## config.mk

```make
export PLATFORM = sky130hd
export DESIGN_NAME = spi_regfile_param
export DESIGN_NICKNAME = d
export VERILOG_FILES = /design/src/rtl/spi_regfile_param.sv
export SDC_FILE = /design/constraint.sdc
export NUM_CORES = 1
export LEC_CHECK = 0
export CAP_MARGIN = 20
export CELL_PAD_IN_SITES_DETAIL_PLACEMENT = 1
export CELL_PAD_IN_SITES_GLOBAL_PLACEMENT = 1
export CORE_ASPECT_RATIO = 2
export CORE_MARGIN = 10
export CORE_UTILIZATION = 44
export DETAILED_ROUTE_END_ITERATION = 16
export PLACE_DENSITY = 0.85
export SETUP_SLACK_MARGIN = 0.4
export SLEW_MARGIN = 25
export SYNTH_ARGS = -nofsm -noshare
export SYNTH_HDL_FRONTEND = slang
export SYNTH_SLANG_ARGS = --single-unit
```

## constraint.sdc

```tcl
create_clock -name clk -period 5 [get_ports clk]
set_input_delay 0.75 -clock clk [delete_from_list [all_inputs] [get_ports clk]]
set_output_delay 0.75 -clock clk [all_outputs]
set_load 0.01 [all_outputs]
```

## src/rtl/spi_regfile_param.sv

```systemverilog
// ---------------------------------------------------------------------------
// spi_regfile_param
//   SPI mode-0 peripheral in front of a generic register bank. The controller
//   sends frames of 1 + ADDR_W + DATA_W bits, MSB first: R/W (1 = write),
//   address, data. Completed writes commit to the bank. Aborted frames and
//   out-of-range addresses raise sticky error flags.
//
//   Optional feature: define SPI_READBACK_EN to return reg[addr] on cipo
//   during the data phase of read frames. Without it cipo/cipo_oe are tied 0.
//
// Ports
//   clk        system clock
//   rst        synchronous reset, active-high
//   cs         chip select, active-low (asynchronous to clk)
//   sclk       SPI clock (asynchronous to clk)
//   copi       controller-out peripheral-in data
//   cipo       peripheral-out data
//   cipo_oe    output enable for the cipo pad
//   regs_flat  register bank, reg i at [i*DATA_W +: DATA_W]
//   wr_strobe  one-cycle pulse per committed write
//   wr_addr    address of the last committed write
//   err_addr   sticky: access to an address >= NUM_REGS
//   err_frame  sticky: cs released mid-frame
// ---------------------------------------------------------------------------
module spi_regfile_param #(
    parameter int ADDR_W      = 7,
    parameter int DATA_W      = 8,
    parameter int NUM_REGS    = 5,
    parameter int SYNC_STAGES = 2
) (
    input  logic                       clk,
    input  logic                       rst,
    input  logic                       cs,
    input  logic                       sclk,
    input  logic                       copi,
    output logic                       cipo,
    output logic                       cipo_oe,
    output logic [NUM_REGS*DATA_W-1:0] regs_flat,
    output logic                       wr_strobe,
    output logic [ADDR_W-1:0]          wr_addr,
    output logic                       err_addr,
    output logic                       err_frame
);

    typedef enum logic [2:0] {IDLE, CMD, WDATA, RDATA, COMMIT, DONE} state_t;

    localparam int MAX_CNT = (ADDR_W > DATA_W) ? ADDR_W : DATA_W;
    localparam int CNT_W   = $clog2(MAX_CNT + 1);

    // Bit 0 takes the raw pin, bit SYNC_STAGES-1 is the newest synchronised
    // value and bit SYNC_STAGES is the history flop used for edge detection.
    logic [SYNC_STAGES:0] cs_sync, sclk_sync, copi_sync;

    state_t                state, state_n;
    logic [CNT_W-1:0]      cnt;
    logic [ADDR_W-1:0]     cmd_sr;
    logic [ADDR_W-1:0]     cmd_next;
    logic [DATA_W-1:0]     data_sr;
    logic [DATA_W-1:0]     reg_q [NUM_REGS];

    logic cs_s, cs_h, sclk_s, sclk_h, copi_s;
    logic cs_fall, cs_rise, sclk_rise;
    logic final_rise, abort, addr_ok, rd_err;

    always_ff @(posedge clk) begin
        if (rst) begin
            cs_sync   <= '1;
            sclk_sync <= '0;
            copi_sync <= '0;
        end else begin
            // NOTE: sequential state uses non-blocking assignments so every flop
            // samples the pre-edge value of its neighbour, forming a true chain.
            cs_sync   <= {cs_sync[SYNC_STAGES-1:0], cs};
            sclk_sync <= {sclk_sync[SYNC_STAGES-1:0], sclk};
            copi_sync <= {copi_sync[SYNC_STAGES-1:0], copi};
        end
    end

    assign cs_s      = cs_sync[SYNC_STAGES-1];
    assign cs_h      = cs_sync[SYNC_STAGES];
    assign sclk_s    = sclk_sync[SYNC_STAGES-1];
    assign sclk_h    = sclk_sync[SYNC_STAGES];
    // copi is held for a whole half-period around the rise, so the sample one
    // cycle older than the sclk edge is just as valid as the newest one.
    assign copi_s    = copi_sync[SYNC_STAGES];
    assign cs_fall   = cs_h & ~cs_s;
    assign cs_rise   = ~cs_h & cs_s;
    assign sclk_rise = ~sclk_h & sclk_s;

    assign cmd_next   = ADDR_W'({cmd_sr, copi_s});
    assign final_rise = sclk_rise && (cnt == CNT_W'(DATA_W - 1));
    assign addr_ok    = int'(cmd_sr) < NUM_REGS;

    // A cs rise landing on the same cycle as the last data bit still lets the
    // frame complete; anywhere else in an active frame it is an abort.
    assign abort = !cs_fall && cs_rise &&
                   ((state == CMD) ||
                    (((state == WDATA) || (state == RDATA)) && !final_rise));

    always_ff @(posedge clk) begin
        if (rst) state <= IDLE;
        else     state <= state_n;
    end

    always_comb begin
        // NOTE: defaulting every combinational output first prevents latches
        // on paths where no branch assigns it.
        state_n = state;
        if (cs_fall) begin
            state_n = CMD;
        end else if (abort) begin
            state_n = IDLE;
        end else begin
            case (state)
                CMD:
                    if (sclk_rise && (cnt == CNT_W'(ADDR_W)))
                        state_n = cmd_sr[ADDR_W-1] ? WDATA : RDATA;
                WDATA:   if (final_rise) state_n = COMMIT;
                RDATA:   if (final_rise) state_n = DONE;
                COMMIT:  state_n = DONE;
                DONE:    if (cs_s) state_n = IDLE;
                default: ;
            endcase
        end
    end

    assign wr_strobe = (state == COMMIT) && addr_ok;

    always_ff @(posedge clk) begin
        if (rst) begin
            cnt       <= '0;
            cmd_sr    <= '0;
            data_sr   <= '0;
            wr_addr   <= '0;
            err_addr  <= 1'b0;
            err_frame <= 1'b0;
            // NOTE: the bank is a small flop array feeding live control
            // outputs, so it is reset explicitly rather than left unknown.
            for (int i = 0; i < NUM_REGS; i++) reg_q[i] <= '0;
        end else begin
            if (abort)  err_frame <= 1'b1;
            if (rd_err) err_addr  <= 1'b1;

            if (cs_fall) begin
                cnt     <= '0;
                cmd_sr  <= '0;
                data_sr <= '0;
            end else if (sclk_rise) begin
                case (state)
                    CMD: begin
                        cmd_sr <= cmd_next;
                        cnt    <= (cnt == CNT_W'(ADDR_W)) ? '0 : cnt + 1'b1;
                    end
                    WDATA: begin
                        data_sr <= DATA_W'({data_sr, copi_s});
                        cnt     <= cnt + 1'b1;
                    end
                    RDATA:   cnt <= cnt + 1'b1;
                    default: ;
                endcase
            end

            if (state == COMMIT) begin
                if (addr_ok) begin
                    wr_addr <= cmd_sr;
                    for (int i = 0; i < NUM_REGS; i++)
                        if (cmd_sr == ADDR_W'(i)) reg_q[i] <= data_sr;
                end else begin
                    err_addr <= 1'b1;
                end
            end
        end
    end

    for (genvar g = 0; g < NUM_REGS; g++) begin : g_flat
        assign regs_flat[g*DATA_W +: DATA_W] = reg_q[g];
    end

`ifdef SPI_READBACK_EN
    logic [DATA_W-1:0] rd_sr, rd_word;
    logic              rd_oe, enter_rd, sclk_fall;

    assign sclk_fall = sclk_h & ~sclk_s;
    assign enter_rd  = (state == CMD) && (state_n == RDATA);
    assign rd_err    = enter_rd && (int'(cmd_next) >= NUM_REGS);

    always_comb begin
        rd_word = '0;
        for (int i = 0; i < NUM_REGS; i++)
            if (cmd_next == ADDR_W'(i)) rd_word = reg_q[i];
    end

    // The MSB is presented on entry; shifting starts only with the fall that
    // follows the first data rise so the controller samples it first.
    always_ff @(posedge clk) begin
        if (rst) begin
            rd_sr <= '0;
            rd_oe <= 1'b0;
        end else if (cs_fall || (state_n == IDLE)) begin
            rd_sr <= '0;
            rd_oe <= 1'b0;
        end else if (enter_rd) begin
            rd_sr <= rd_word;
            rd_oe <= 1'b1;
        end else if ((state == RDATA) && sclk_fall && (cnt != '0)) begin
            rd_sr <= rd_sr << 1;
        end
    end

    assign cipo    = rd_sr[DATA_W-1];
    assign cipo_oe = rd_oe;
`else
    assign rd_err  = 1'b0;
    assign cipo    = 1'b0;
    assign cipo_oe = 1'b0;
`endif

endmodule

```

==> results of run 1 <==
[final cells by class]
cell class                 instances  area [µm²]
clock inverter                     7        93.8
timing repair buffer              55         548
multi-input combinational        138         843
inverter                           6        22.5
clock buffer                       9         225
sequential                        80        2000
tap                               88         110
fill                             664        2720
[Yosys cell counts (4+ instances only)]
| cell | instances | area, µm² |
|---|---|---|
| a21oi_1 | 13 | 65.1 |
| a31o_2 | 4 | 35.0 |
| and2_1 | 13 | 81.3 |
| clkbuf_1 | 5 | 18.8 |
| dfxtp_1 | 40 | 801 |
| edfxtp_1 | 40 | 1200 |
| inv_1 | 4 | 15.0 |
| mux2i_1 | 10 | 100 |
| nand2_1 | 19 | 71.3 |
| nand3_1 | 8 | 40.0 |
| nor2_1 | 20 | 75.1 |
| nor2b_1 | 8 | 50.1 |
| o21ai_0 | 4 | 20.0 |
| or2_2 | 4 | 25.0 |
[metal layers]
layer | vias to the layer above | GRT usage, % | routed length [µm]
li1 | 930 | - | -
met1 | 971 | 14.7 | 2780
met2 | 50 | 30.6 | 4640
met3 | 16 | 4.79 | 364
met4 | 0 | 8.88 | 228
met5 | - | 0 | 0
[power groups by stage]
stage	Clock, mW	Combinational, mW	Sequential [mW]
after global placement	0	0.0602	0.721
after global routing	0.737	0.0670	0.709
final	0.695	0.0619	0.708
after CTS	0.711	0.0632	0.708
after detailed placement	0	0.0628	0.722
after floorplan	0	0.0235	0.726
[worst max-delay path: cells and delay by family (launching register included)]
kind	cells	cell delay, ns
and+or+nand+nor	2	0.64
buffers and inverters	2	0.73
DFF	1	0.34
[logic make-up (layout without fill, tap and decap cells)]
family | Yosys count | after routing | share of synthesized area [%]
buffers and inverters | 18 | 77 | 3.07
adders and majority gates | 1 | 1 | 0.427
other | 1 | 2 | 0.128
muxes | 10 | 10 | 3.41
DFF | 80 | 80 | 68.3
xor gates and xnor gates | 2 | 2 | 0.598
AOI/OAI and AO/OA | 31 | 31 | 6.74
and+or+nand+nor | 92 | 92 | 17.3
[registers in the layout (all words and copies together), names as in the netlist]
signal and flops:
reg_q 40, data_sr 8, cmd_sr 7, wr_addr 7, cnt 4, copi_sync 3
cs_sync 3, sclk_sync 3, state 3, err_addr 1, err_frame 1
[worst paths after layout]
path,end,depth (start not counted),startpoint
max,wr_strobe,4,cmd_sr[3]
min reg2reg,cs_sync[1],1,cs_sync[0]
min,cs_sync[1],1,cs_sync[0]
max reg2reg,cmd_sr[2],4,state[0]
[through the flow]
| step | setup slack (ns) | area, µm² | util [%] |
|---|---|---|---|
| 6_report | 2.20 | 3840 | 58.5 |
| 5_1_grt | 2.08 | 3840 | 58.5 |
| 4_1_cts | 2.18 | 3840 | 58.5 |
| 3_5_place_dp | 2.40 | 3530 | 53.7 |
| 3_3_place_gp | 2.49 | 3530 | 53.7 |
| 2_1_floorplan | 3.26 | 2940 | - |
==> key figures, run 1 <==
Synth
  – Synth unique cells: 44
  – Syn Inst Count: 235
  – Ys async rst share: 0%
  – Cell Area, Synth: 2930 µm²
  – Post-Syn Area per Cell: 12.5 µm²
  – Top FF cell, synth: edfxtp_1
  – Flops & latches, synth: 80
  – Number of synthesized flops with an enable pin: 40
  – Syn. warnings: 0
  – Post-synthesis sequential area ratio: 68.3%

Global routing
  – Largest net degree at the start of global routing: 24
  – Total GRT Usage: 16.2%
  – Overflow after GRT: 0
  – Initial antenna violation count: 0
  – First-pass GRT wire length: 12700 µm
  – Number of global-route vias before repair: 2197

Setup path
  – Critical path required time: 4.25 ns
  – CP arrival: 2.05 ns
  – Critical path cell sequence: nor4_2 > nand4_2 > inv_2 > clkdlybuf4s50_1
  – CP Max Fanout: 5
  – Slowest stage cell, crit path: clkdlybuf4s50_1
  – WS Path Type: flip-flop to primary output
  – Worst R2R Setup Slack: 3.04 ns
  – Slowest cell delay on critical path: 0.56 ns
  – Critical path endpoint category: primary output
  – Crit path launch type: flip-flop

Detailed routing
  – Via density: 5.14
  – First-pass DRT Iterations: 4
  – Wire per inst: 20.9 µm
  – Routed Wire Length: 8010 µm
  – 1st-iter DRT viols: 92
  – Vias post-DR: 1967
  – DRC: 0
  – Post-route ant nets: 0

Run
  – Max-cap violations: 0

STA
  – Maximum clock frequency: 358 MHz
  – Slew Viols, Final: 0
  – Relative max-transition margin: 44.9%
  – # setup viols final: 0
  – Tmin final: 2.80 ns
  – Setup repair after global routing missed its margin: no
  – Fin Setup TNS: 0 ns
  – Worst-Margin Slew: 0.824 ns
  – Hold slack: 0.418 ns
  – Worst setup skew after layout: 0.00625 ns
  – Final Hold Fails: 0
  – Tcrit/Tclk final: 55.9%

Clocking
  – Clk root buf: clkbuf_16
  – H-tree depth: 3
  – Clock transition at the registers of the reported paths: 0.06 ns
  – Max clock buf depth: 2
  – Hold Buf Count CTS: 0
  – Number of buffers created by CTS: 9
  – Worst skew pair latency: 0.34 ns
  – Setup Fix Bufs, Post-CTS: 0
  – CTS tree: yes
  – Post-cts sizing count: 0
  – TritonCTS Sinks: 80

Cells and area
  – Layout cell share with drive strength beyond 1: 12.2%
  – Final cell count without fillers: 383
  – Most common cell after layout, fill and taps aside: clkdlybuf4s50_1
  – Nets: 296
  – Commonest non-fill, non-tap cells in the layout: clkdlybuf4s50_1, dfxtp_1, edfxtp_1, nor2_1, nand2_1
  – Number of inserted diodes: 0
  – Syn-to-layout area delta: 31.2%

Pwr
  – Seq pwr share: 48.3%
  – Tot Pwr: 1.46 mW
  – P_leak: 1.45 nW
  – Part of the power in combinational logic: 4.2%
  – Psw: 0.299 mW
  – Cell Int Power: 1.17 mW
  – Maximum vdd ir drop: 0.286 mV
  – Switch share: 20.4%
  – PD cells: 381 nW/µm²
  – Clock power share: 47.4%

Floorplanning
  – Starting Density: 44.6%
  – Row count: 42
  – Io pins: 57
  – DIE AREA: 10500 µm²
  – Die W: 77.7 µm
  – Core region area: 6570 µm²
  – Die H: 135 µm

Place
  – GP Congestion: 0.869
  – Cells after DPL: 367
  – Dpl hpwl: 5650 µm
  – I/O Buffers: 54

Worst hold path
  – Hold Path Class: flip-flop to flip-flop

Status
  – Status: finished clean
Power figures use the tool's default switching activity.
==> run 2: changes to the inputs <==
Settings changed: CORE_UTILIZATION 44 to 37, PLACE_DENSITY 0.85 to 0.76.
Clock period 5 ns to 2.45 ns, I/O delays scaled along.
==> run 2 against run 1 <==
  * Clock power grew 73%
  * Via count is 2.3% lower
  * Utilization is 8.1 points lower
  * Sequential share of layout area is 0.19 points lower
  * Clock skew is 0.0012 ns higher
  * Worst setup slack got worse by 1.7 ns
  * Count of clock-buffer cells in the layout rose by 2
  * Register-to-register slack worse by 2.4 ns
  * Hold slack worse by 0.0018 ns
  * Wire length is 21% lower
  * Die area grew 15%
==> key figures, run 2 (synthesis gave the netlist of run 1 again) <==
Cells and area
  – Commonest non-fill, non-tap cells in the layout: clkdlybuf4s50_1, dfxtp_1, edfxtp_1, nor2_1, nand2_1
  – Most common cell after layout, fill and taps aside: clkdlybuf4s50_1
  – Top reg by flops: reg_q
  – Fillers: 817
  – Regs by FF count: reg_q x40, data_sr x8
  – Design Area, Final: 3860 µm²
  – Syn-to-layout area delta: 31.6%
  – Max reg flops: 40
  – Number of inserted diodes: 0
  – Nets: 301
  – Layout cell share with drive strength beyond 1: 13.3%

Detailed routing
  – Wire per inst: 16.1 µm
  – Post-route ant nets: 0
  – DRC: 0
  – Routed Wire Length: 6340 µm
  – First-pass DRT Iterations: 4
  – Via density: 4.88
  – Vias post-DR: 1921
  – 1st-iter DRT viols: 74

Floorplanning
  – Core region area: 7660 µm²
  – Die H: 146 µm
  – Row count: 45
  – Die W: 82.9 µm
  – Starting Density: 38.3%
  – DIE AREA: 12100 µm²
  – Io pins: 57

Place
  – Dpl hpwl: 4780 µm
  – GP Congestion: 0.818
  – Placed Area: 3560 µm²
  – I/O Buffers: 54

Pwr
  – Maximum vdd ir drop: 0.464 mV
  – Tot Pwr: 2.77 mW
  – P_leak: 1.46 nW
  – PD cells: 719 nW/µm²

Clocking
  – Clk root buf: clkbuf_16
  – Max clock buf depth: 2
  – Worst skew pair latency: 0.33 ns
  – H-tree depth: 3
  – Clock transition at the registers of the reported paths: 0.06 ns
  – Number of buffers created by CTS: 9
  – TritonCTS Sinks: 80
  – Hold Buf Count CTS: 0
  – CTS tree: yes

Setup path
  – CP Max Fanout: 5
  – Slowest cell delay on critical path: 0.34 ns
  – Critical path cell sequence: nor4_4 > nand4_2 > inv_2 > dlygate4sd2_1
  – Critical path endpoint category: primary output
  – Critical path required time: 2.08 ns
  – CP arrival: 1.55 ns
  – Slowest stage cell, crit path: dfxtp_1
  – Crit path launch type: flip-flop
  – Worst R2R Setup Slack: 0.61 ns
  – WP buf/inv: 2
  – WS Path Type: flip-flop to primary output
  – CP top delay family: simple AND/OR/NAND/NOR gates

Global routing
  – Largest net degree at the start of global routing: 22
  – Number of global-route vias before repair: 2051
  – Total GRT Usage: 10.6%
  – First-pass GRT wire length: 10500 µm
  – Overflow after GRT: 0
  – Initial antenna violation count: 0

STA
  – Tmin final: 1.92 ns
  – Worst-Margin Slew: 0.504 ns
  – # setup viols final: 0
  – Final Hold Fails: 0
  – Tcrit/Tclk final: 78.3%
  – Fin Setup TNS: 0 ns
  – Setup repair after global routing missed its margin: no
  – Relative max-transition margin: 66.3%
  – Slew Viols, Final: 0
  – Maximum clock frequency: 521 MHz
  – Worst setup skew after layout: 0.00748 ns

Status
  – Status: finished clean

Run
  – Max-cap violations: 0

Worst hold path
  – Hold Path Class: flip-flop to flip-flop
[run 2: final timing paths]
| path | from | depth (start not counted) | to |
|---|---|---|---|
| worst max-delay path | cmd_sr[3] | 4 | wr_strobe |
| worst min-delay path | cs_sync[0] | 1 | cs_sync[1] |
| worst min register to register | cs_sync[0] | 1 | cs_sync[1] |
| worst max register to register | state[2] | 5 | data_sr[1] |
[run 2: cell type report]
cell class / count / area [µm²] / area share (%)
flip-flops and latches: 80 / 2000 / 51.9
multi-input cells: 138 / 857 / 22.2
repair buffers: 60 / 584 / 15.1
clock buffers: 11 / 243 / 6.29
well taps: 94 / 118 / 3.05
clock inverters: 5 / 32.5 / 0.843
inverters: 6 / 22.5 / 0.584
[run 2: routing by layer]
layer	global-route usage [%]	share of wire [%]	wire length, µm
met1	9.43	36	2260
met4	5.74	2.0	129
met5	0	0	0
met3	3.36	4.6	290
met2	20.0	58	3660
[run 2: metrics by stage]
step | worst slack [ns] | util, % | hold WS [ns] | cells
finish | 0.531 | 50.4 | 0.417 | 394
global route | 0.417 | 50.4 | 0.440 | 394
CTS | 0.518 | 50.4 | 0.421 | 394
detailed placement | 0.459 | 46.5 | 0.407 | 377
global placement | 0.473 | 46.5 | 0.393 | 377
floorplan | 0.822 | - | 0.389 | 236
[run 2: repair_timing]
item                                    in CTS  in global routing
pin swaps                                    1                  1
gates cloned                                 0                  0
resized for setup                            4                  0
buffers inserted                             1                  0
endpoints found under the setup margin       1                  1
endpoints found under the hold margin        0                  0
[run 2: where the power goes]
part	leakage [nW]	switching (mW)	internal, mW	total, mW
registers	0.737	0.0117	1.43	1.44
logic	0.594	0.0656	0.0598	0.125
clock network	0.129	0.495	0.709	1.20
